--- config.mk ---
export PLATFORM = sky130hd
export DESIGN_NAME = psk_modulator
export DESIGN_NICKNAME = d
export VERILOG_FILES = /design/src/rtl/psk_modulator.sv
export SDC_FILE = /design/constraint.sdc
export NUM_CORES = 1
export LEC_CHECK = 0
export ABC_AREA = 1
export BUFFER_PORTS_ARGS = -buffer_cell sky130_fd_sc_hd__buf_2
export CAP_MARGIN = 0
export CORE_MARGIN = 2
export CORE_UTILIZATION = 54
export DETAILED_ROUTE_END_ITERATION = 7
export PLACE_DENSITY_LB_ADDON = 0.05
export SYNTH_ARGS = -nofsm -noshare
export SYNTH_HDL_FRONTEND = slang
export SYNTH_SLANG_ARGS = --single-unit
--- constraint.sdc ---
create_clock -name clk -period 2.8 [get_ports clk]
set_input_delay 0.28 -clock clk [delete_from_list [all_inputs] [get_ports clk]]
set_output_delay 0.28 -clock clk [all_outputs]
set_load 0.01 [all_outputs]
--- src/rtl/psk_modulator.sv ---
// M-PSK baseband modulator: serialises words MSB first into BPSK/QPSK/8PSK symbols
// and emits one Gray-mapped sine cycle (16*OSR samples) per symbol.
module psk_modulator #(
    parameter int DATA_W = 8,
    parameter int OSR    = 1
) (
    input  logic              clk,
    input  logic              reset,
    input  logic [DATA_W-1:0] parallel_in,
    input  logic              load,
    input  logic [1:0]        mode,
    output logic              ready,
    output logic [7:0]        mod_out,
    output logic              mod_valid,
    output logic [2:0]        sym_out,
    output logic              sym_start,
    output logic              busy
);

    typedef enum logic {IDLE, RUN} state_t;

    localparam logic [3:0] OSR_M1 = 4'(OSR - 1);
    localparam logic [5:0] NSYM1  = 6'(DATA_W);
    localparam logic [5:0] NSYM2  = 6'((DATA_W + 1) / 2);
    localparam logic [5:0] NSYM3  = 6'((DATA_W + 2) / 3);

    function automatic logic [1:0] bps_of(input logic [1:0] m);
        case (m)
            2'b01:   return 2'd2;
            2'b10:   return 2'd3;
            default: return 2'd1;
        endcase
    endfunction

    function automatic logic [5:0] nsym_of(input logic [1:0] b);
        case (b)
            2'd2:    return NSYM2;
            2'd3:    return NSYM3;
            default: return NSYM1;
        endcase
    endfunction

    // Two zero bits appended so a short final 8PSK symbol is padded in its LSBs.
    function automatic logic [2:0] sym_of(input logic [DATA_W-1:0] w, input logic [1:0] b);
        logic [DATA_W+1:0] wp;
        wp = {w, 2'b00};
        case (b)
            2'd2:    return {1'b0, wp[DATA_W+1 -: 2]};
            2'd3:    return wp[DATA_W+1 -: 3];
            default: return {2'b00, wp[DATA_W+1]};
        endcase
    endfunction

    function automatic logic [3:0] phase_of(input logic [2:0] s, input logic [1:0] b);
        if (b == 2'd2) begin
            case (s[1:0])
                2'b00:   return 4'd0;
                2'b01:   return 4'd4;
                2'b11:   return 4'd8;
                default: return 4'd12;
            endcase
        end else if (b == 2'd3) begin
            case (s)
                3'b000:  return 4'd0;
                3'b001:  return 4'd2;
                3'b011:  return 4'd4;
                3'b010:  return 4'd6;
                3'b110:  return 4'd8;
                3'b111:  return 4'd10;
                3'b101:  return 4'd12;
                default: return 4'd14;
            endcase
        end else begin
            return s[0] ? 4'd8 : 4'd0;
        end
    endfunction

    function automatic logic [7:0] lut(input logic [3:0] i);
        case (i)
            4'd0:    return 8'd128;
            4'd1:    return 8'd177;
            4'd2:    return 8'd218;
            4'd3:    return 8'd245;
            4'd4:    return 8'd255;
            4'd5:    return 8'd245;
            4'd6:    return 8'd218;
            4'd7:    return 8'd177;
            4'd8:    return 8'd128;
            4'd9:    return 8'd79;
            4'd10:   return 8'd38;
            4'd11:   return 8'd11;
            4'd12:   return 8'd1;
            4'd13:   return 8'd11;
            4'd14:   return 8'd38;
            default: return 8'd79;
        endcase
    endfunction

    state_t            state_q, state_d;
    logic [DATA_W-1:0] shift_q, shift_d, hold_q, hold_d;
    logic [1:0]        bps_q, bps_d, hold_mode_q, hold_mode_d;
    logic              hold_full_q, hold_full_d;
    logic [5:0]        sym_left_q, sym_left_d;
    logic [3:0]        step_q, step_d, osr_cnt_q, osr_cnt_d, idx_q, idx_d;
    logic [7:0]        mod_out_q, mod_out_d;
    logic              mod_valid_q, mod_valid_d, sym_start_q, sym_start_d;
    logic [2:0]        sym_q, sym_d;

    logic              accept, begin_word, next_sym;
    logic [DATA_W-1:0] src_word;
    logic [1:0]        src_bps, cur_bps;
    logic [2:0]        new_sym;
    logic [3:0]        new_phase;

    always_comb begin
        state_d     = state_q;
        shift_d     = shift_q;
        bps_d       = bps_q;
        hold_d      = hold_q;
        hold_mode_d = hold_mode_q;
        hold_full_d = hold_full_q;
        sym_left_d  = sym_left_q;
        step_d      = step_q;
        osr_cnt_d   = osr_cnt_q;
        idx_d       = idx_q;
        mod_out_d   = mod_out_q;
        mod_valid_d = mod_valid_q;
        sym_d       = sym_q;
        sym_start_d = 1'b0;
        begin_word  = 1'b0;
        next_sym    = 1'b0;
        src_word    = parallel_in;
        src_bps     = bps_of(mode);
        cur_bps     = bps_q;
        new_sym     = 3'd0;
        new_phase   = 4'd0;
        accept      = load && !hold_full_q;

        case (state_q)
            IDLE: begin
                if (accept) begin
                    begin_word = 1'b1;
                    state_d    = RUN;
                end
            end
            default: begin
                if (accept) begin
                    hold_d      = parallel_in;
                    hold_mode_d = mode;
                    hold_full_d = 1'b1;
                end
                if (step_q == 4'd15 && osr_cnt_q == OSR_M1) begin
                    if (sym_left_q != 6'd0) begin
                        next_sym = 1'b1;
                    end else if (hold_full_q) begin
                        // Holding word follows the last sample with no idle cycle.
                        begin_word  = 1'b1;
                        src_word    = hold_q;
                        src_bps     = bps_of(hold_mode_q);
                        hold_full_d = 1'b0;
                    end else begin
                        state_d     = IDLE;
                        mod_out_d   = 8'd128;
                        mod_valid_d = 1'b0;
                        sym_d       = 3'd0;
                    end
                end else if (osr_cnt_q == OSR_M1) begin
                    osr_cnt_d = 4'd0;
                    step_d    = step_q + 4'd1;
                    idx_d     = idx_q + 4'd1;
                    mod_out_d = lut(idx_q + 4'd1);
                end else begin
                    osr_cnt_d = osr_cnt_q + 4'd1;
                end
            end
        endcase

        if (begin_word) begin
            cur_bps    = src_bps;
            new_sym    = sym_of(src_word, src_bps);
            shift_d    = src_word << src_bps;
            bps_d      = src_bps;
            sym_left_d = nsym_of(src_bps) - 6'd1;
        end else if (next_sym) begin
            new_sym    = sym_of(shift_q, bps_q);
            shift_d    = shift_q << bps_q;
            sym_left_d = sym_left_q - 6'd1;
        end

        if (begin_word || next_sym) begin
            new_phase   = phase_of(new_sym, cur_bps);
            idx_d       = new_phase;
            step_d      = 4'd0;
            osr_cnt_d   = 4'd0;
            mod_out_d   = lut(new_phase);
            mod_valid_d = 1'b1;
            sym_d       = new_sym;
            sym_start_d = 1'b1;
        end
    end

    always_ff @(posedge clk) begin
        if (!reset) begin
            state_q     <= IDLE;
            shift_q     <= '0;
            bps_q       <= 2'd1;
            hold_q      <= '0;
            hold_mode_q <= 2'd0;
            hold_full_q <= 1'b0;
            sym_left_q  <= 6'd0;
            step_q      <= 4'd0;
            osr_cnt_q   <= 4'd0;
            idx_q       <= 4'd0;
            mod_out_q   <= 8'd128;
            mod_valid_q <= 1'b0;
            sym_q       <= 3'd0;
            sym_start_q <= 1'b0;
        end else begin
            state_q     <= state_d;
            shift_q     <= shift_d;
            bps_q       <= bps_d;
            hold_q      <= hold_d;
            hold_mode_q <= hold_mode_d;
            hold_full_q <= hold_full_d;
            sym_left_q  <= sym_left_d;
            step_q      <= step_d;
            osr_cnt_q   <= osr_cnt_d;
            idx_q       <= idx_d;
            mod_out_q   <= mod_out_d;
            mod_valid_q <= mod_valid_d;
            sym_q       <= sym_d;
            sym_start_q <= sym_start_d;
        end
    end

    assign ready     = !hold_full_q;
    assign mod_out   = mod_out_q;
    assign mod_valid = mod_valid_q;
    assign sym_out   = sym_q;
    assign sym_start = sym_start_q;
    assign busy      = (state_q == RUN);

endmodule

==> Word level (Yosys, flattened, before mapping) <==
Memories as Yosys holds them, arrays and structs flattened.
Index checks and enable logic that the tools add are counted.
{ "totals": {"reg_bits": 53, "romBits": 256, "inputBits": 13, "output_inout_bits": 15, "word_cells": 133, "mem_count": 2} }
{ "mem_list": {"columns": ["name", "depth", "width", "read_ports", "rd_clocked_by_memory_dff", "write_ports", "line_no", "text"], "rows": [
  ["(no name shown)", 16, 8, 1, 0, 0, "79", "case (i)"],
  ["(no name shown)", 16, 8, 1, 0, 0, "79", null]
]} }
{ "classes": {"add_sub_neg": 5, "eq_ne": 24, "shift": 2, "mux": 64, "bitwise_logic": 2, "n_reduce_logical": 20} }
{ "ops": {"columns": ["cell", "n"], "rows": [
  ["$mux W8", 12],
  ["$mux W4", 9],
  ["$pmux W4 S7", 1],
  ["$mux W1", 21],
  ["$mux W3", 7],
  ["$eq A2 B2 Y1 const B", 9],
  ["$mux W6", 3],
  ["$shl A8 B2 Y8", 2],
  ["$add A4 B1 Y4 const B", 3],
  ["$pmux W3 S2", 2],
  ["$pmux W4 S3", 1],
  ["$sub A6 B1 Y6 const B", 2],
  ["$mux W2", 5],
  ["$eq A3 B3 Y1 const B", 3],
  ["$pmux W2 S2", 2],
  ["$pmux W4 S2", 1],
  ["$reduce_and A4 Y1", 2],
  ["$reduce_bool A2 Y1", 4],
  ["$eq A2 B1 Y1 const B", 3],
  ["$eq A3 B2 Y1 const B", 2],
  ["$ne A2 B1 Y1 const B", 3],
  ["$ne A3 B2 Y1 const B", 2],
  ["$reduce_and A3 Y1", 2],
  ["$reduce_bool A6 Y1", 1],
  ["other kinds (12)", 15]
]} }

==> Longest topological paths before layout <==
Gate-level depths: netlist of run 1.
An unclocked memory read counts as a cell.
{ "depth": {"depth_word": 16, "ltp_mapped": 25, "mapped_depth_nobuf": 25} }

==> Least setup slack after synthesis of run 1 <==
Ideal clock, no wire load.
{ "synth_timing": {"kind": "register to register", "from": "register step_q[0]", "to": "register mod_out_q[1] (netlist: mod_out[1])", "setup_ns": 0.131, "arrival_ns": 2.584, "required_ns": 2.669, "slack_ns": 0.085, "stages_incl_launch_ff": 23, "n_path_buf": 1, "period_less_slack_ns": 2.715, "cell_sequence": "dfxtp_1 -> ha_1 -> nand3_4 -> nor3_4 -> nand3_2 -> buf_6 -> nand2_2 -> nand2_2 -> nand2_2 -> nand2_2 -> nor2_2 -> nor2_2 -> ha_1 -> nor2_1 -> inv_1 -> o21ai_0 -> nand2_1 -> nand2_1 -> nand3_2 -> nand2_2 -> nand2_2 -> nand2_2 -> a21oi_2"} }
{ "synth_via": {"elab_chain_cells": 14, "elab_cells_between_ends": 44, "cone_classes": "eq/ne (15); mux (21); reduce/logical (7); memory (1)"} }
{ "synth_rtl": {"columns": ["item", "line_no", "text"], "rows": [
  ["start: declaration", "104", "logic [3:0] step_q, step_d, osr_cnt_q, osr_cnt_d, idx_q, idx_d;"],
  ["start signal: assignment", "226", "step_q <= step_d;"],
  ["$eq A4 B4 Y1 *", "152", "if (step_q == 4'd15 && osr_cnt_q == OSR_M1) begin"],
  ["$logic_and A1 B1 Y1 *", "152", null],
  ["$mux W2", "152", null],
  ["$mux W2", "139", "case (state_q)"],
  ["$eq A2 B2 Y1", "47", "case (b)"],
  ["$pmux W3 S2", "47", null],
  ["$mux W3", "178", "if (begin_word) begin"],
  ["$eq A3 B3 Y1 (tied with other cells)", "63", "case (s)"],
  ["$pmux W4 S7", "63", null],
  ["$mux W4", "62", "end else if (b == 2'd3) begin"],
  ["$mux W4", "55", "if (b == 2'd2) begin"],
  ["$mux W4", "190", "if (begin_word || next_sym) begin"],
  ["$mem_v2 Z16 W8", null, null],
  ["$mux W8", "190", null],
  ["end signal: assignment", "229", "mod_out_q <= mod_out_d;"],
  ["end: declaration", "105", "logic [7:0] mod_out_q, mod_out_d;"]
]} }
Mark *: on every way between the ends. The rest lies on a longest branch, timed or not. The select of a mux whose other input is x is not followed.
A chain may end at the register's enable or synchronous reset.

==> Worst setup path after layout of run 1 <==
Same ends and word-level chain as after synthesis.

==> report_table.html, run 1 <==
<table>
<tr><th>Metric</th><th>Value</th></tr>
<tr><th colspan="2">Critical path</th></tr>
<tr><td>Total buffers and inverters traversed by the critical path</td><td>2</td></tr>
<tr><td>Data arrival time at the worst-slack endpoint</td><td>3.11 ns</td></tr>
<tr><td>Largest stage delay on the critical path</td><td>0.37 ns</td></tr>
<tr><td>Kind of cell adding the most delay to the critical path</td><td>simple AND/OR/NAND/NOR gates</td></tr>
<tr><td>Cell type of the slowest stage on the worst timing path</td><td>dfxtp_2</td></tr>
<tr><td>Highest fanout seen on the critical path</td><td>4</td></tr>
<tr><td>Critical-path cell list</td><td>ha_4, nand3_4, nor3_4, nand3_2, nand2_2, nand2_4, nand2_2, nand2_2, nand2_2, nand2_4, inv_4, ha_4, inv_2, nand2_2, nand3_2, nand3_2, nand2_1, nand2_2, nand2_4, nor2_4, nand2_4, nand2_2, nand2_2, a21oi_2</td></tr>
<tr><td>Crit. End Element</td><td>flop</td></tr>
<tr><td>Path type of the worst setup path</td><td>reg -&gt; reg</td></tr>
<tr><td>Cell repeated most along the worst path</td><td>nand2_2</td></tr>
<tr><td>Nature of the critical path startpoint</td><td>flop</td></tr>
<tr><td>Critical path data required time</td><td>3.05 ns</td></tr>
<tr><th colspan="2">Logic synthesis</th></tr>
<tr><td>Top cell type's share of synthesized area</td><td>31.0%</td></tr>
<tr><td>Cell type with the highest aggregate area in the netlist</td><td>dfxtp_1</td></tr>
<tr><td>Most instantiated library cell after synthesis</td><td>nand2_1</td></tr>
<tr><td>EDFF count, synth</td><td>0</td></tr>
<tr><td>Synthesized netlist net count</td><td>about 530</td></tr>
<tr><td>Main synth FF type</td><td>dfxtp_1</td></tr>
<tr><td>Cell area after synthesis</td><td>3430 sq um</td></tr>
<tr><td>Synth top cells by count</td><td>105 x nand2_1, 60 x inv_1, 53 x dfxtp_1</td></tr>
<tr><td>Number of standard cells after synthesis</td><td>498</td></tr>
<tr><td>Proportion of synthesized chip area in sequential cells</td><td>31.0%</td></tr>
<tr><td>Unique cell type count in the Yosys netlist</td><td>39</td></tr>
<tr><td>Number of synthesized register bits</td><td>53</td></tr>
<tr><td>Number of synthesis warnings</td><td>0</td></tr>
<tr><td>Asr flop ratio synth</td><td>0%</td></tr>
<tr><td>Biggest area contributors in the synthesized netlist</td><td>dfxtp_1 31%, nand2_1 12%, o21ai_0 7.5%</td></tr>
<tr><td>Avg Cell Area, Syn</td><td>6.88 sq um</td></tr>
<tr><th colspan="2">Place</th></tr>
<tr><td>Count of buffers from port buffering</td><td>27</td></tr>
<tr><td>Placed cells</td><td>about 620</td></tr>
<tr><td>Routability congestion estimate</td><td>roughly 0.9</td></tr>
<tr><td>Detailed-placement wirelength estimate</td><td>6.25 mm</td></tr>
<tr><th colspan="2">Timing</th></tr>
<tr><td>RSZ-0062 raised after global routing</td><td>yes</td></tr>
<tr><td>Hold slack final</td><td>0.205 ns</td></tr>
<tr><td>Finish-stage setup viols</td><td>3</td></tr>
<tr><td>Minimum setup slack in the final design</td><td>-0.0602 ns</td></tr>
<tr><td>Number of hold-slack violations in the final timing report</td><td>0</td></tr>
<tr><td>Peak clock frequency supported by timing</td><td>350 MHz</td></tr>
<tr><td>Final-report max-slew violation count</td><td>0</td></tr>
<tr><td>Part of the cycle the worst path needs</td><td>102%</td></tr>
<tr><td>Clock Skews</td><td>0.0128 ns</td></tr>
<tr><td>Minimum period implied by the final worst setup slack</td><td>2.86 ns</td></tr>
<tr><td>Worst Max-Slew Pin Slew</td><td>0.877 ns</td></tr>
<tr><td>Setup tns final</td><td>-0.0699 ns</td></tr>
<tr><td>Worst-case headroom to the max-slew limit</td><td>41.3%</td></tr>
<tr><th colspan="2">Pwr</th></tr>
<tr><td>Worst IR drop on VDD</td><td>302 uV</td></tr>
<tr><td>Power per unit of standard cell area</td><td>457 nW/um^2</td></tr>
<tr><td>Leakage power</td><td>2.03 nW</td></tr>
<tr><th colspan="2">Layout</th></tr>
<tr><td>Area overhead of the layout relative to synthesis</td><td>24.3%</td></tr>
<tr><td>Final-layout fill cell count</td><td>between 500 and 600</td></tr>
<tr><td>Layout cells sized above 1</td><td>29.6%</td></tr>
<tr><td>Final non-filler cell total</td><td>between 600 and 700</td></tr>
<tr><td>Post-layout nets</td><td>595</td></tr>
<tr><td>Antenna Cells</td><td>0</td></tr>
<tr><th colspan="2">Run status</th></tr>
<tr><td>Failing checks</td><td>setup timing</td></tr>
<tr><td>Outcome</td><td>complete, but fails checks</td></tr>
<tr><th colspan="2">Die</th></tr>
<tr><td>I/O pin count</td><td>28</td></tr>
<tr><td>Placeable core region</td><td>6240 sq um</td></tr>
<tr><td>Starting Density</td><td>54.9%</td></tr>
<tr><td>Height of the chip</td><td>83.7 um</td></tr>
<tr><td>Rows</td><td>29</td></tr>
<tr><td>Width of the die</td><td>83.7 um</td></tr>
<tr><td>Floorplan die area</td><td>7000 sq um</td></tr>
<tr><th colspan="2">Global route</th></tr>
<tr><td>Final global-route overflow total</td><td>0</td></tr>
<tr><td>Overall global routing resource usage</td><td>between 20 and 30%</td></tr>
<tr><td>Vias in the first global route</td><td>between 3k and 4k</td></tr>
<tr><td>Pin count of the biggest net entering global routing</td><td>28</td></tr>
<tr><td>Global-route wire length before repair</td><td>about 15 mm</td></tr>
<tr><td>Antenna violations before repair</td><td>0</td></tr>
<tr><th colspan="2">Drt</th></tr>
<tr><td>Routed Antenna Nets</td><td>0</td></tr>
<tr><td>Initial drt markers</td><td>197</td></tr>
<tr><td>Number of detailed-route iterations in the first pass</td><td>4</td></tr>
<tr><td>Routed length per instance</td><td>13.5 um</td></tr>
<tr><td>Number of remaining DRC errors</td><td>0</td></tr>
<tr><td>Routed vias/inst</td><td>5.31</td></tr>
<tr><td>Total routed wirelength</td><td>between 8 and 9 mm</td></tr>
<tr><td>Routed via count</td><td>3410</td></tr>
<tr><th colspan="2">Worst hold path</th></tr>
<tr><td>Type of the worst min-delay path</td><td>in -&gt; reg</td></tr>
<tr><th colspan="2">CTS</th></tr>
<tr><td>Clock tree from TritonCTS</td><td>built</td></tr>
<tr><td>Cts hold-fix bufs</td><td>0</td></tr>
<tr><td>Clk sink count</td><td>53</td></tr>
<tr><td>Root Buffer Master</td><td>clkbuf_8</td></tr>
<tr><td>Number of buffers created by CTS</td><td>5</td></tr>
<tr><td>Clock latency reported for the late side of the worst-skew pair</td><td>0.32 ns</td></tr>
<tr><td>Clock transition at the register clock pins on the worst setup and hold paths after CTS</td><td>0.11 ns</td></tr>
<tr><td>Clock Tree Buf Depth</td><td>2</td></tr>
<tr><td>H-tree lvl count</td><td>2</td></tr>
<tr><th colspan="2">Run</th></tr>
<tr><td>Max-Cap Viols</td><td>0</td></tr>
</table>
-- metal layers --
metal,global-route usage (%),part of all wire (%)
met5,0,0
met1,32.6,46
met3,4.35,3.2
met4,9.24,2.5
met2,44.9,48
-- placed cells by master, fill, tap and decap left out, drive strengths merged --
master   instances
a31o             1
nor2            51
inv             68
mux2i            2
nand3           25
nand4           13
a21oi           37
a31oi            5
xor2             3
a32oi            1
o221ai           2
a211oi           4
dfxtp           53
a22oi            1
clkinv           3
or2              2
o2111ai          1
xnor2            3
nor3             4
buf             71
nand2          126
ha              18
nor3b            1
o211ai           5
o21ai           54
o22ai            5
clkbuf           6
-- cell families (layout without fill, tap and decap cells) --
logic type	Yosys count	in the layout	share of synthesized area, %
compound gates	116	116	18.8
buf+inv	81	148	9.35
simple gates	222	222	32.2
flops	53	53	31.0
xor+xnor	6	6	1.53
fa+ha+maj	18	18	6.57
mux	2	2	0.584
-- final timing paths --
| path | end | start | slack [ns] | cells past startpoint |
|---|---|---|---|---|
| hold / removal | hold_mode_q[0] | mode[0] | 0.21 | 3 |
| setup / recovery | mod_out[1] | step_q[0] | -0.06 | 24 |
| hold reg to reg | hold_q[4] | hold_q[4] | 0.46 | 2 |
| setup reg to reg | mod_out[1] | step_q[0] | -0.06 | 24 |
-- timing repair --
| item | 4_1_cts | 5_1_grt |
|---|---|---|
| pin swaps | 23 | 25 |
| buffers inserted | 6 | 5 |
| hold endpoints to repair | 0 | 0 |
| gates resized for setup | 44 | 20 |
| endpoints found under the setup margin | 11 | 11 |
| cloned | 0 | 0 |
-- area by class of cell --
class / count / area, sq um / area share, %
multi-input combinational: 364 / 2260 / 53.1
sequential: 53 / 1070 / 25.0
timing repair buffer: 71 / 473 / 11.1
inverter: 69 / 262 / 6.14
tap: 77 / 96.3 / 2.26
clock buffer: 6 / 82.6 / 1.94
clock inverter: 2 / 17.5 / 0.411
-- flip-flops by register name, summed over array words and instances, names as in the netlist, 3 cells and up --
signal	count
hold_q	8
mod_out	8
shift_q	8
sym_left_q	6
idx_q	4
osr_cnt_q	4
step_q	4
sym_out	3
-- through the flow --
stage                     utilization, %  setup WS, ns  cell area [sq um]  power (mW)
after floorplan                        -        0.0851               3430        1.24
after global placement              61.6       0.00980               3840        1.40
after detailed placement            61.6        -0.164               3840        1.40
after CTS                           66.7      -0.00725               4160        1.92
after global routing                68.2        -0.228               4260        2.07
final                               68.2       -0.0602               4260        1.95
-- worst register-to-register path, cell delays in order (launching register included) --
cell	delay [ns]
dfxtp_2	0.37
ha_4	0.15
nand3_4	0.11
nor3_4	0.26
nand3_2	0.17
nand2_2	0.13
nand2_4	0.07
nand2_2	0.09
nand2_2	0.06
nand2_2	0.09
nand2_4	0.09
inv_4	0.10
ha_4	0.16
inv_2	0.05
nand2_2	0.05
nand3_2	0.06
nand3_2	0.09
nand2_1	0.08
nand2_2	0.08
nand2_4	0.07
nor2_4	0.14
nand2_4	0.08
nand2_2	0.06
nand2_2	0.05
a21oi_2	0.12
-- report_power, final --
group	total, mW	switching (mW)	internal [mW]	leakage [nW]
combinational	0.605	0.370	0.235	1.54
clock	0.486	0.280	0.206	0.0518
sequential	0.856	0.0438	0.812	0.436
total	1.95	0.693	1.25	2.03
Power figures use the tool's default switching activity.
==> run 2: changes to the inputs <==
PLACE_DENSITY = 0.78   (was not set)
PLACE_DENSITY_LB_ADDON = not set   (was 0.05)
SETUP_SLACK_MARGIN = 0.15   (was not set)
==> report_table.html, run 2 (same netlist as run 1, synthesis figures left out) <==
<table>
<tr><th>Metric</th><th>Value</th></tr>
<tr><th colspan="2">CTS</th></tr>
<tr><td>Number of buffers created by CTS</td><td>5 (unchanged)</td></tr>
<tr><td>Clock tree from TritonCTS</td><td>built (unchanged)</td></tr>
<tr><td>Clock transition at the register clock pins on the worst setup and hold paths after CTS</td><td>0.11 ns (about the same)</td></tr>
<tr><td>H-tree lvl count</td><td>2 (unchanged)</td></tr>
<tr><td>Root Buffer Master</td><td>clkbuf_8 (unchanged)</td></tr>
<tr><td>Clk sink count</td><td>53 (unchanged)</td></tr>
<tr><td>Clock Tree Buf Depth</td><td>2 (unchanged)</td></tr>
<tr><td>Clock latency reported for the late side of the worst-skew pair</td><td>0.33 ns (was 0.32 ns)</td></tr>
<tr><th colspan="2">Drt</th></tr>
<tr><td>Routed via count</td><td>3896 (was 3410)</td></tr>
<tr><td>Initial drt markers</td><td>360 (was 197)</td></tr>
<tr><td>Total routed wirelength</td><td>10.8 mm (was 8.70 mm)</td></tr>
<tr><td>Routed length per instance</td><td>16.4 um (was 13.5 um)</td></tr>
<tr><td>Number of detailed-route iterations in the first pass</td><td>5 (was 4)</td></tr>
<tr><td>Number of remaining DRC errors</td><td>0 (unchanged)</td></tr>
<tr><td>Routed Antenna Nets</td><td>0 (unchanged)</td></tr>
<tr><td>Routed vias/inst</td><td>5.90 (was 5.31)</td></tr>
<tr><th colspan="2">Global route</th></tr>
<tr><td>Global-route wire length before repair</td><td>15.9 mm (was 15.0 mm)</td></tr>
<tr><td>Met3 demand-to-capacity share in global routing</td><td>5.14% (was 4.35%)</td></tr>
<tr><td>Busiest layer in global routing</td><td>met2 (unchanged)</td></tr>
<tr><td>Met2 GRT Util</td><td>48.1% (was 44.9%)</td></tr>
<tr><td>Grt met1 use</td><td>32.2% (was 32.6%)</td></tr>
<tr><td>Antenna violations before repair</td><td>0 (unchanged)</td></tr>
<tr><td>Overall global routing resource usage</td><td>27.4% (was 26.0%)</td></tr>
<tr><td>Final global-route overflow total</td><td>0 (unchanged)</td></tr>
<tr><td>Vias in the first global route</td><td>3552 (was 3294)</td></tr>
<tr><td>Pin count of the biggest net entering global routing</td><td>28 (unchanged)</td></tr>
<tr><th colspan="2">Layout</th></tr>
<tr><td>Layout cells sized above 1</td><td>33.6% (was 29.6%)</td></tr>
<tr><td>Most common cell after layout, fill and taps aside</td><td>nand2_1 (unchanged)</td></tr>
<tr><td>Final core utilization</td><td>71.5% (was 68.2%)</td></tr>
<tr><td>Antenna Cells</td><td>0 (unchanged)</td></tr>
<tr><td>Cell area after layout</td><td>4460 sq um (was 4260 sq um)</td></tr>
<tr><td>Highest-count cells in the layout ignoring fill and taps</td><td>91 x nand2_1, 60 x buf_4, 55 x inv_1, 49 x dfxtp_1, 46 x o21ai_0 (was 92 x nand2_1, 54 x inv_1, 49 x dfxtp_1, 47 x o21ai_0, 42 x buf_4)</td></tr>
<tr><td>Post-layout nets</td><td>613 (was 595)</td></tr>
<tr><td>Area overhead of the layout relative to synthesis</td><td>30.2% (was 24.3%)</td></tr>
<tr><th colspan="2">Place</th></tr>
<tr><td>Routability congestion estimate</td><td>0.927 (was 0.895)</td></tr>
<tr><td>Post-detailed-placement cell area</td><td>3820 sq um (was 3840 sq um)</td></tr>
<tr><td>DP Worst Slack</td><td>-0.148 ns (was -0.164 ns)</td></tr>
<tr><td>Count of buffers from port buffering</td><td>27 (unchanged)</td></tr>
<tr><td>Detailed-placement wirelength estimate</td><td>6.23 mm (was 6.25 mm)</td></tr>
<tr><th colspan="2">Pwr</th></tr>
<tr><td>Worst IR drop on VDD</td><td>380 uV (was 302 uV)</td></tr>
<tr><td>Power per unit of standard cell area</td><td>457 nW/um^2 (about the same)</td></tr>
<tr><td>Leakage power</td><td>2.15 nW (was 2.03 nW)</td></tr>
<tr><td>Sum of internal, switching and leakage power</td><td>2.04 mW (was 1.95 mW)</td></tr>
<tr><th colspan="2">Timing</th></tr>
<tr><td>Peak clock frequency supported by timing</td><td>338 MHz (was 350 MHz)</td></tr>
<tr><td>Worst-case headroom to the max-slew limit</td><td>63.3% (was 41.3%)</td></tr>
<tr><td>Clock Skews</td><td>0.0152 ns (was 0.0128 ns)</td></tr>
<tr><td>Final-report max-slew violation count</td><td>0 (unchanged)</td></tr>
<tr><td>Worst Max-Slew Pin Slew</td><td>0.550 ns (was 0.877 ns)</td></tr>
<tr><td>Part of the cycle the worst path needs</td><td>106% (was 102%)</td></tr>
<tr><td>Minimum period implied by the final worst setup slack</td><td>2.96 ns (was 2.86 ns)</td></tr>
<tr><td>Finish-stage setup viols</td><td>10 (was 3)</td></tr>
<tr><td>Number of hold-slack violations in the final timing report</td><td>0 (unchanged)</td></tr>
<tr><td>RSZ-0062 raised after global routing</td><td>yes (unchanged)</td></tr>
<tr><td>Minimum setup slack in the final design</td><td>-0.161 ns (was -0.0602 ns)</td></tr>
<tr><th colspan="2">Run status</th></tr>
<tr><td>Failing checks</td><td>setup timing (unchanged)</td></tr>
<tr><td>Outcome</td><td>complete, but fails checks (unchanged)</td></tr>
<tr><th colspan="2">Die</th></tr>
<tr><td>Placeable core region</td><td>6240 sq um (unchanged)</td></tr>
<tr><td>Floorplan die area</td><td>7000 sq um (unchanged)</td></tr>
<tr><td>Starting Density</td><td>54.9% (unchanged)</td></tr>
<tr><td>Width of the die</td><td>83.7 um (unchanged)</td></tr>
<tr><td>Height of the chip</td><td>83.7 um (unchanged)</td></tr>
<tr><td>Rows</td><td>29 (unchanged)</td></tr>
<tr><td>I/O pin count</td><td>28 (unchanged)</td></tr>
<tr><th colspan="2">Critical path</th></tr>
<tr><td>Highest fanout seen on the critical path</td><td>5 (was 4)</td></tr>
<tr><td>Nature of the critical path startpoint</td><td>flop (unchanged)</td></tr>
<tr><td>Data arrival time at the worst-slack endpoint</td><td>3.23 ns (was 3.11 ns)</td></tr>
<tr><td>Crit. End Element</td><td>flop (unchanged)</td></tr>
<tr><td>Path type of the worst setup path</td><td>reg -&gt; reg (unchanged)</td></tr>
<tr><td>Critical path data required time</td><td>3.07 ns (was 3.05 ns)</td></tr>
<tr><th colspan="2">Worst hold path</th></tr>
<tr><td>Type of the worst min-delay path</td><td>in -&gt; reg (unchanged)</td></tr>
<tr><th colspan="2">Run</th></tr>
<tr><td>Max-Cap Viols</td><td>0 (unchanged)</td></tr>
</table>
[run 2: stage by stage]
stage                     setup TNS, ns  hold WS (ns)  cells
after floorplan                       0         0.415    498
after global placement                0         0.448    619
after detailed placement         -0.787         0.453    619
after CTS                      -0.00366         0.222    646
after global routing              -2.70         0.226    660
final                            -0.896         0.208    660
[run 2: where the power goes]
part           switching (mW)  total (mW)  internal (mW)
clock                   0.276       0.501          0.225
sequential             0.0508       0.863          0.812
combinational           0.417       0.674          0.256
total                   0.744        2.04           1.29
[run 2: critical path, stage by stage (launching register included)]
cell and delay [ns]:
dfxtp_1 0.36, nor2_1 0.14, nand3_2 0.15, inv_1 0.23, nand3_2 0.19, nand2_2 0.14
nand2_4 0.09, nand2_4 0.09, nand2_2 0.05, nand2_2 0.07, nand2_4 0.10, inv_4 0.10
ha_4 0.15, inv_2 0.05, buf_4 0.13, nand2_1 0.09, o21ai_2 0.09, nand2_2 0.12
nand2_4 0.09, a21oi_4 0.17, nand2_2 0.09, nand3_1 0.09, nand2_1 0.06, inv_1 0.06
[run 2: layout make-up]
class	instances	area, sq um
multi-input combinational	364	2330
fill	455	1780
sequential	53	1070
timing repair buffer	89	608
inverter	69	264
clock buffer	7	96.3
tap	77	96.3
clock inverter	1	5.00
[run 2: path summary, 6_finish.rpt]
| kind | startpoint | cells after the start | slack [ns] | end |
|---|---|---|---|---|
| max | sym_left_q[2] | 23 | -0.16 | mod_out[5] |
| min | parallel_in[1] | 3 | 0.21 | hold_q[1] |
| max reg2reg | sym_left_q[2] | 23 | -0.16 | mod_out[5] |
| min reg2reg | sym_left_q[5] | 2 | 0.48 | sym_left_q[5] |
[run 2: metal layers]
layer | up-vias | wire [um]
li1 | 1811 | -
met2 | 226 | 5160
met1 | 1778 | 4070
met4 | 0 | 732
met3 | 81 | 841
met5 | - | 0
[run 2: what timing repair did]
item                       in CTS  in global routing
setup endpoints to repair      11                 14
gates resized for setup        30                 48
pin swaps                      22                 27
hold buffers                    0                  0
setup buffers                  19                 14
==> run 3: changes to the inputs <==
ABC_AREA = 0   (was 1)
CAP_MARGIN = not set   (was 0)
==> report_table.html, run 3 <==
<table>
<tr><th>Metric</th><th>Value</th></tr>
<tr><th colspan="2">Run status</th></tr>
<tr><td>Outcome</td><td>complete, but fails checks (unchanged)</td></tr>
<tr><td>Failing checks</td><td>setup timing (unchanged)</td></tr>
<tr><th colspan="2">Pwr</th></tr>
<tr><td>Power per unit of standard cell area</td><td>423 nW/um^2 (was 457 nW/um^2)</td></tr>
<tr><td>Worst IR drop on VDD</td><td>320 uV (was 380 uV)</td></tr>
<tr><td>Sw Share</td><td>35.1% (was 36.5%)</td></tr>
<tr><td>Portion of total power attributed to the clock network</td><td>22.3% (was 24.6%)</td></tr>
<tr><td>Net switching component of the power</td><td>700 uW (was 744 uW)</td></tr>
<tr><td>Reg power frac</td><td>42.6% (was 42.3%)</td></tr>
<tr><td>Internal power of the cells</td><td>1.30 mW (was 1.29 mW)</td></tr>
<tr><td>Leakage power</td><td>1.99 nW (was 2.15 nW)</td></tr>
<tr><td>Fraction of power consumed by combinational cells</td><td>35.1% (was 33.1%)</td></tr>
<tr><td>Sum of internal, switching and leakage power</td><td>2.00 mW (was 2.04 mW)</td></tr>
<tr><th colspan="2">Global route</th></tr>
<tr><td>Global-route wire length before repair</td><td>16.9 mm (was 15.9 mm)</td></tr>
<tr><td>Antenna violations before repair</td><td>0 (unchanged)</td></tr>
<tr><td>Met3 demand-to-capacity share in global routing</td><td>5.14% (unchanged)</td></tr>
<tr><td>Grt met1 use</td><td>35.1% (was 32.2%)</td></tr>
<tr><td>Pin count of the biggest net entering global routing</td><td>24 (was 28)</td></tr>
<tr><td>Overall global routing resource usage</td><td>29.3% (was 27.4%)</td></tr>
<tr><td>Met2 GRT Util</td><td>50.3% (was 48.1%)</td></tr>
<tr><td>Final global-route overflow total</td><td>0 (unchanged)</td></tr>
<tr><td>Vias in the first global route</td><td>3705 (was 3552)</td></tr>
<tr><td>Busiest layer in global routing</td><td>met2 (unchanged)</td></tr>
<tr><th colspan="2">Logic synthesis</th></tr>
<tr><td>Top cell type's share of synthesized area</td><td>30.7% (was 31.0%)</td></tr>
<tr><td>Cell area after synthesis</td><td>3450 sq um (was 3430 sq um)</td></tr>
<tr><td>Asr flop ratio synth</td><td>0% (unchanged)</td></tr>
<tr><td>Biggest area contributors in the synthesized netlist</td><td>dfxtp_1 31%, mux2i_1 6.7%, ha_1 6.5% (was dfxtp_1 31%, nand2_1 12%, o21ai_0 7.5%)</td></tr>
<tr><td>Number of standard cells after synthesis</td><td>432 (was 498)</td></tr>
<tr><td>Number of synthesized register bits</td><td>53 (unchanged)</td></tr>
<tr><td>Unique cell type count in the Yosys netlist</td><td>59 (was 39)</td></tr>
<tr><td>Avg Cell Area, Syn</td><td>8.00 sq um (was 6.88 sq um)</td></tr>
<tr><td>EDFF count, synth</td><td>0 (unchanged)</td></tr>
<tr><td>Proportion of synthesized chip area in sequential cells</td><td>30.7% (was 31.0%)</td></tr>
<tr><td>Cell type with the highest aggregate area in the netlist</td><td>dfxtp_1 (unchanged)</td></tr>
<tr><td>Synth top cells by count</td><td>57 x nand2_1, 53 x dfxtp_1, 43 x a21oi_1 (was 105 x nand2_1, 60 x inv_1, 53 x dfxtp_1)</td></tr>
<tr><td>Synthesized netlist net count</td><td>463 (was 529)</td></tr>
<tr><td>Number of synthesis warnings</td><td>0 (unchanged)</td></tr>
<tr><td>Most instantiated library cell after synthesis</td><td>nand2_1 (unchanged)</td></tr>
<tr><td>Main synth FF type</td><td>dfxtp_1 (unchanged)</td></tr>
<tr><th colspan="2">Die</th></tr>
<tr><td>Floorplan die area</td><td>7050 sq um (was 7000 sq um)</td></tr>
<tr><td>Placeable core region</td><td>6280 sq um (was 6240 sq um)</td></tr>
<tr><td>Height of the chip</td><td>84.0 um (was 83.7 um)</td></tr>
<tr><td>I/O pin count</td><td>28 (unchanged)</td></tr>
<tr><td>Rows</td><td>29 (unchanged)</td></tr>
<tr><td>Width of the die</td><td>84.0 um (was 83.7 um)</td></tr>
<tr><td>Starting Density</td><td>55.0% (was 54.9%)</td></tr>
<tr><th colspan="2">Critical path</th></tr>
<tr><td>Cell type of the slowest stage on the worst timing path</td><td>or4_4 (was dfxtp_1)</td></tr>
<tr><td>Data arrival time at the worst-slack endpoint</td><td>3.85 ns (was 3.23 ns)</td></tr>
<tr><td>Critical-path cell list</td><td>or4_4, nor4_4, buf_4, mux2_4, o211ai_4, inv_2, ha_4, nor2_4, nor2_2, mux2_4, or2_4, or4_4, a31oi_1 (was nor2_1, nand3_2, inv_1, nand3_2, nand2_2, nand2_4, nand2_4, nand2_2, nand2_2, nand2_4, inv_4, ha_4, inv_2, buf_4, nand2_1, o21ai_2, nand2_2, nand2_4, a21oi_4, nand2_2, nand3_1, nand2_1, inv_1)</td></tr>
<tr><td>Critical path data required time</td><td>3.03 ns (was 3.07 ns)</td></tr>
<tr><td>Largest stage delay on the critical path</td><td>0.58 ns (was 0.36 ns)</td></tr>
<tr><td>Path type of the worst setup path</td><td>reg -&gt; reg (unchanged)</td></tr>
<tr><td>Nature of the critical path startpoint</td><td>flop (unchanged)</td></tr>
<tr><td>Crit. End Element</td><td>flop (unchanged)</td></tr>
<tr><td>Highest fanout seen on the critical path</td><td>4 (was 5)</td></tr>
<tr><th colspan="2">Timing</th></tr>
<tr><td>Clock Skews</td><td>0.00647 ns (was 0.0152 ns)</td></tr>
<tr><td>Finish-stage setup viols</td><td>19 (was 10)</td></tr>
<tr><td>RSZ-0062 raised after global routing</td><td>yes (unchanged)</td></tr>
<tr><td>Final-report max-slew violation count</td><td>0 (unchanged)</td></tr>
<tr><td>Peak clock frequency supported by timing</td><td>276 MHz (was 338 MHz)</td></tr>
<tr><td>Minimum period implied by the final worst setup slack</td><td>3.62 ns (was 2.96 ns)</td></tr>
<tr><td>Worst-case headroom to the max-slew limit</td><td>49.7% (was 63.3%)</td></tr>
<tr><td>Part of the cycle the worst path needs</td><td>129% (was 106%)</td></tr>
<tr><td>Number of hold-slack violations in the final timing report</td><td>0 (unchanged)</td></tr>
<tr><td>Worst Max-Slew Pin Slew</td><td>0.749 ns (was 0.550 ns)</td></tr>
<tr><td>Minimum setup slack in the final design</td><td>-0.820 ns (was -0.161 ns)</td></tr>
<tr><th colspan="2">CTS</th></tr>
<tr><td>Number of buffers created by CTS</td><td>5 (unchanged)</td></tr>
<tr><td>Clock Tree Buf Depth</td><td>2 (unchanged)</td></tr>
<tr><td>Clock tree from TritonCTS</td><td>built (unchanged)</td></tr>
<tr><td>Clock transition at the register clock pins on the worst setup and hold paths after CTS</td><td>0.10 ns (was 0.11 ns)</td></tr>
<tr><td>Cts hold-fix bufs</td><td>0 (unchanged)</td></tr>
<tr><td>Root Buffer Master</td><td>clkbuf_8 (unchanged)</td></tr>
<tr><td>Clk sink count</td><td>53 (unchanged)</td></tr>
<tr><td>H-tree lvl count</td><td>2 (unchanged)</td></tr>
<tr><td>Clock latency reported for the late side of the worst-skew pair</td><td>0.32 ns (was 0.33 ns)</td></tr>
<tr><th colspan="2">Drt</th></tr>
<tr><td>Total routed wirelength</td><td>11.5 mm (was 10.8 mm)</td></tr>
<tr><td>Initial drt markers</td><td>361 (was 360)</td></tr>
<tr><td>Routed vias/inst</td><td>6.34 (was 5.90)</td></tr>
<tr><td>Routed length per instance</td><td>18.8 um (was 16.4 um)</td></tr>
<tr><td>Routed via count</td><td>3894 (was 3896)</td></tr>
<tr><td>Routed Antenna Nets</td><td>0 (unchanged)</td></tr>
<tr><td>Number of detailed-route iterations in the first pass</td><td>5 (unchanged)</td></tr>
<tr><td>Number of remaining DRC errors</td><td>0 (unchanged)</td></tr>
<tr><th colspan="2">Layout</th></tr>
<tr><td>Area overhead of the layout relative to synthesis</td><td>36.7% (was 30.2%)</td></tr>
<tr><td>Layout cells sized above 1</td><td>35.4% (was 33.6%)</td></tr>
<tr><td>Post-layout nets</td><td>567 (was 613)</td></tr>
<tr><td>Antenna Cells</td><td>0 (unchanged)</td></tr>
<tr><td>Final non-filler cell total</td><td>614 (was 660)</td></tr>
<tr><td>Cell area after layout</td><td>4720 sq um (was 4460 sq um)</td></tr>
<tr><td>Final core utilization</td><td>75.2% (was 71.5%)</td></tr>
<tr><td>Most common cell after layout, fill and taps aside</td><td>buf_4 (was nand2_1)</td></tr>
<tr><td>Highest-count cells in the layout ignoring fill and taps</td><td>79 x buf_4, 56 x nand2_1, 51 x dfxtp_1, 38 x nor2_1, 37 x a21oi_1 (was 91 x nand2_1, 60 x buf_4, 55 x inv_1, 49 x dfxtp_1, 46 x o21ai_0)</td></tr>
<tr><th colspan="2">Place</th></tr>
<tr><td>Post-detailed-placement cell area</td><td>4270 sq um (was 3820 sq um)</td></tr>
<tr><td>Placed cells</td><td>590 (was 619)</td></tr>
<tr><td>Routability congestion estimate</td><td>0.962 (was 0.927)</td></tr>
<tr><td>Detailed-placement wirelength estimate</td><td>7.16 mm (was 6.23 mm)</td></tr>
<tr><td>Count of buffers from port buffering</td><td>27 (unchanged)</td></tr>
<tr><th colspan="2">Run</th></tr>
<tr><td>Max-Cap Viols</td><td>0 (unchanged)</td></tr>
<tr><th colspan="2">Worst hold path</th></tr>
<tr><td>Type of the worst min-delay path</td><td>in -&gt; reg (unchanged)</td></tr>
</table>
==> run 3: cells by family after synthesis <==
logic type	count (synthesis)	share of synthesized area, %
multiplexers	35	11.0
AO/OA/AOI/OAI	118	22.0
XOR/XNOR	10	2.54
AND/OR/NAND/NOR	165	23.7
flip-flops	53	30.7
adder cells (fa/ha/maj)	18	6.52
buffers and inverters	33	3.59
==> run 3: area by class of cell <==
cell class                      instances  area [sq um]
Clock buffer                            7          76.3
Multi-Input combinational cell        346          2570
Timing Repair Buffer                  117           861
Clock inverter                          1          7.51
Fill cell                             450          1560
Sequential cell                        53          1060
Inverter                               13          48.8
Tap cell                               77          96.3
==> run 3: final timing paths <==
| check | from | to | slack, ns | cells past startpoint |
|---|---|---|---|---|
| worst min register to register | hold_mode_q[1] | hold_mode_q[1] | 0.47 | 2 |
| worst min-delay path | mode[1] | hold_mode_q[1] | 0.24 | 3 |
| worst max register to register | sym_left_q[1] | mod_out[3] | -0.82 | 13 |
| worst max-delay path | sym_left_q[1] | mod_out[3] | -0.82 | 13 |
==> run 3: stage by stage <==
stage | worst slack (ns) | setup TNS, ns | hold WS, ns
after floorplan | -0.945 | -8.27 | 0.436
after global placement | -0.793 | -7.37 | 0.431
after detailed placement | -0.876 | -8.36 | 0.453
after CTS | -0.673 | -7.08 | 0.236
after global routing | -0.942 | -11.11 | 0.260
final | -0.820 | -9.59 | 0.237
==> run 3: metal layers <==
metal | vias to the layer above | wire (um)
met5 | - | 0
met4 | 0 | 478
met3 | 53 | 717
met2 | 184 | 5610
met1 | 1864 | 4720
li1 | 1793 | -
==> run 3: repair_timing <==
action | CTS | global route
pin swaps | 21 | 9
gates cloned | 0 | 0
gates resized for setup | 26 | 26
setup endpoints to repair | 20 | 31
buffers inserted | 10 | 6
endpoints found under the hold margin | 0 | 0
==> run 3: worst max-delay path: cells and delay by family, from the launching register on <==
| family | cells | cell delay, ns |
|---|---|---|
| AO/OA/AOI/OAI | 2 | 0.36 |
| multiplexers | 2 | 0.61 |
| adder cells (fa/ha/maj) | 1 | 0.18 |
| flip-flops | 1 | 0.34 |
| AND/OR/NAND/NOR | 6 | 1.76 |
| buffers and inverters | 2 | 0.28 |
==> run 3: power groups by stage <==
stage,Clock (mW),Sequential (mW),Combinational [mW]
after floorplan,0,0.869,0.364
after global placement,0,0.861,0.570
after detailed placement,0,0.864,0.587
after CTS,0.440,0.847,0.623
after global routing,0.468,0.856,0.750
final,0.446,0.851,0.701
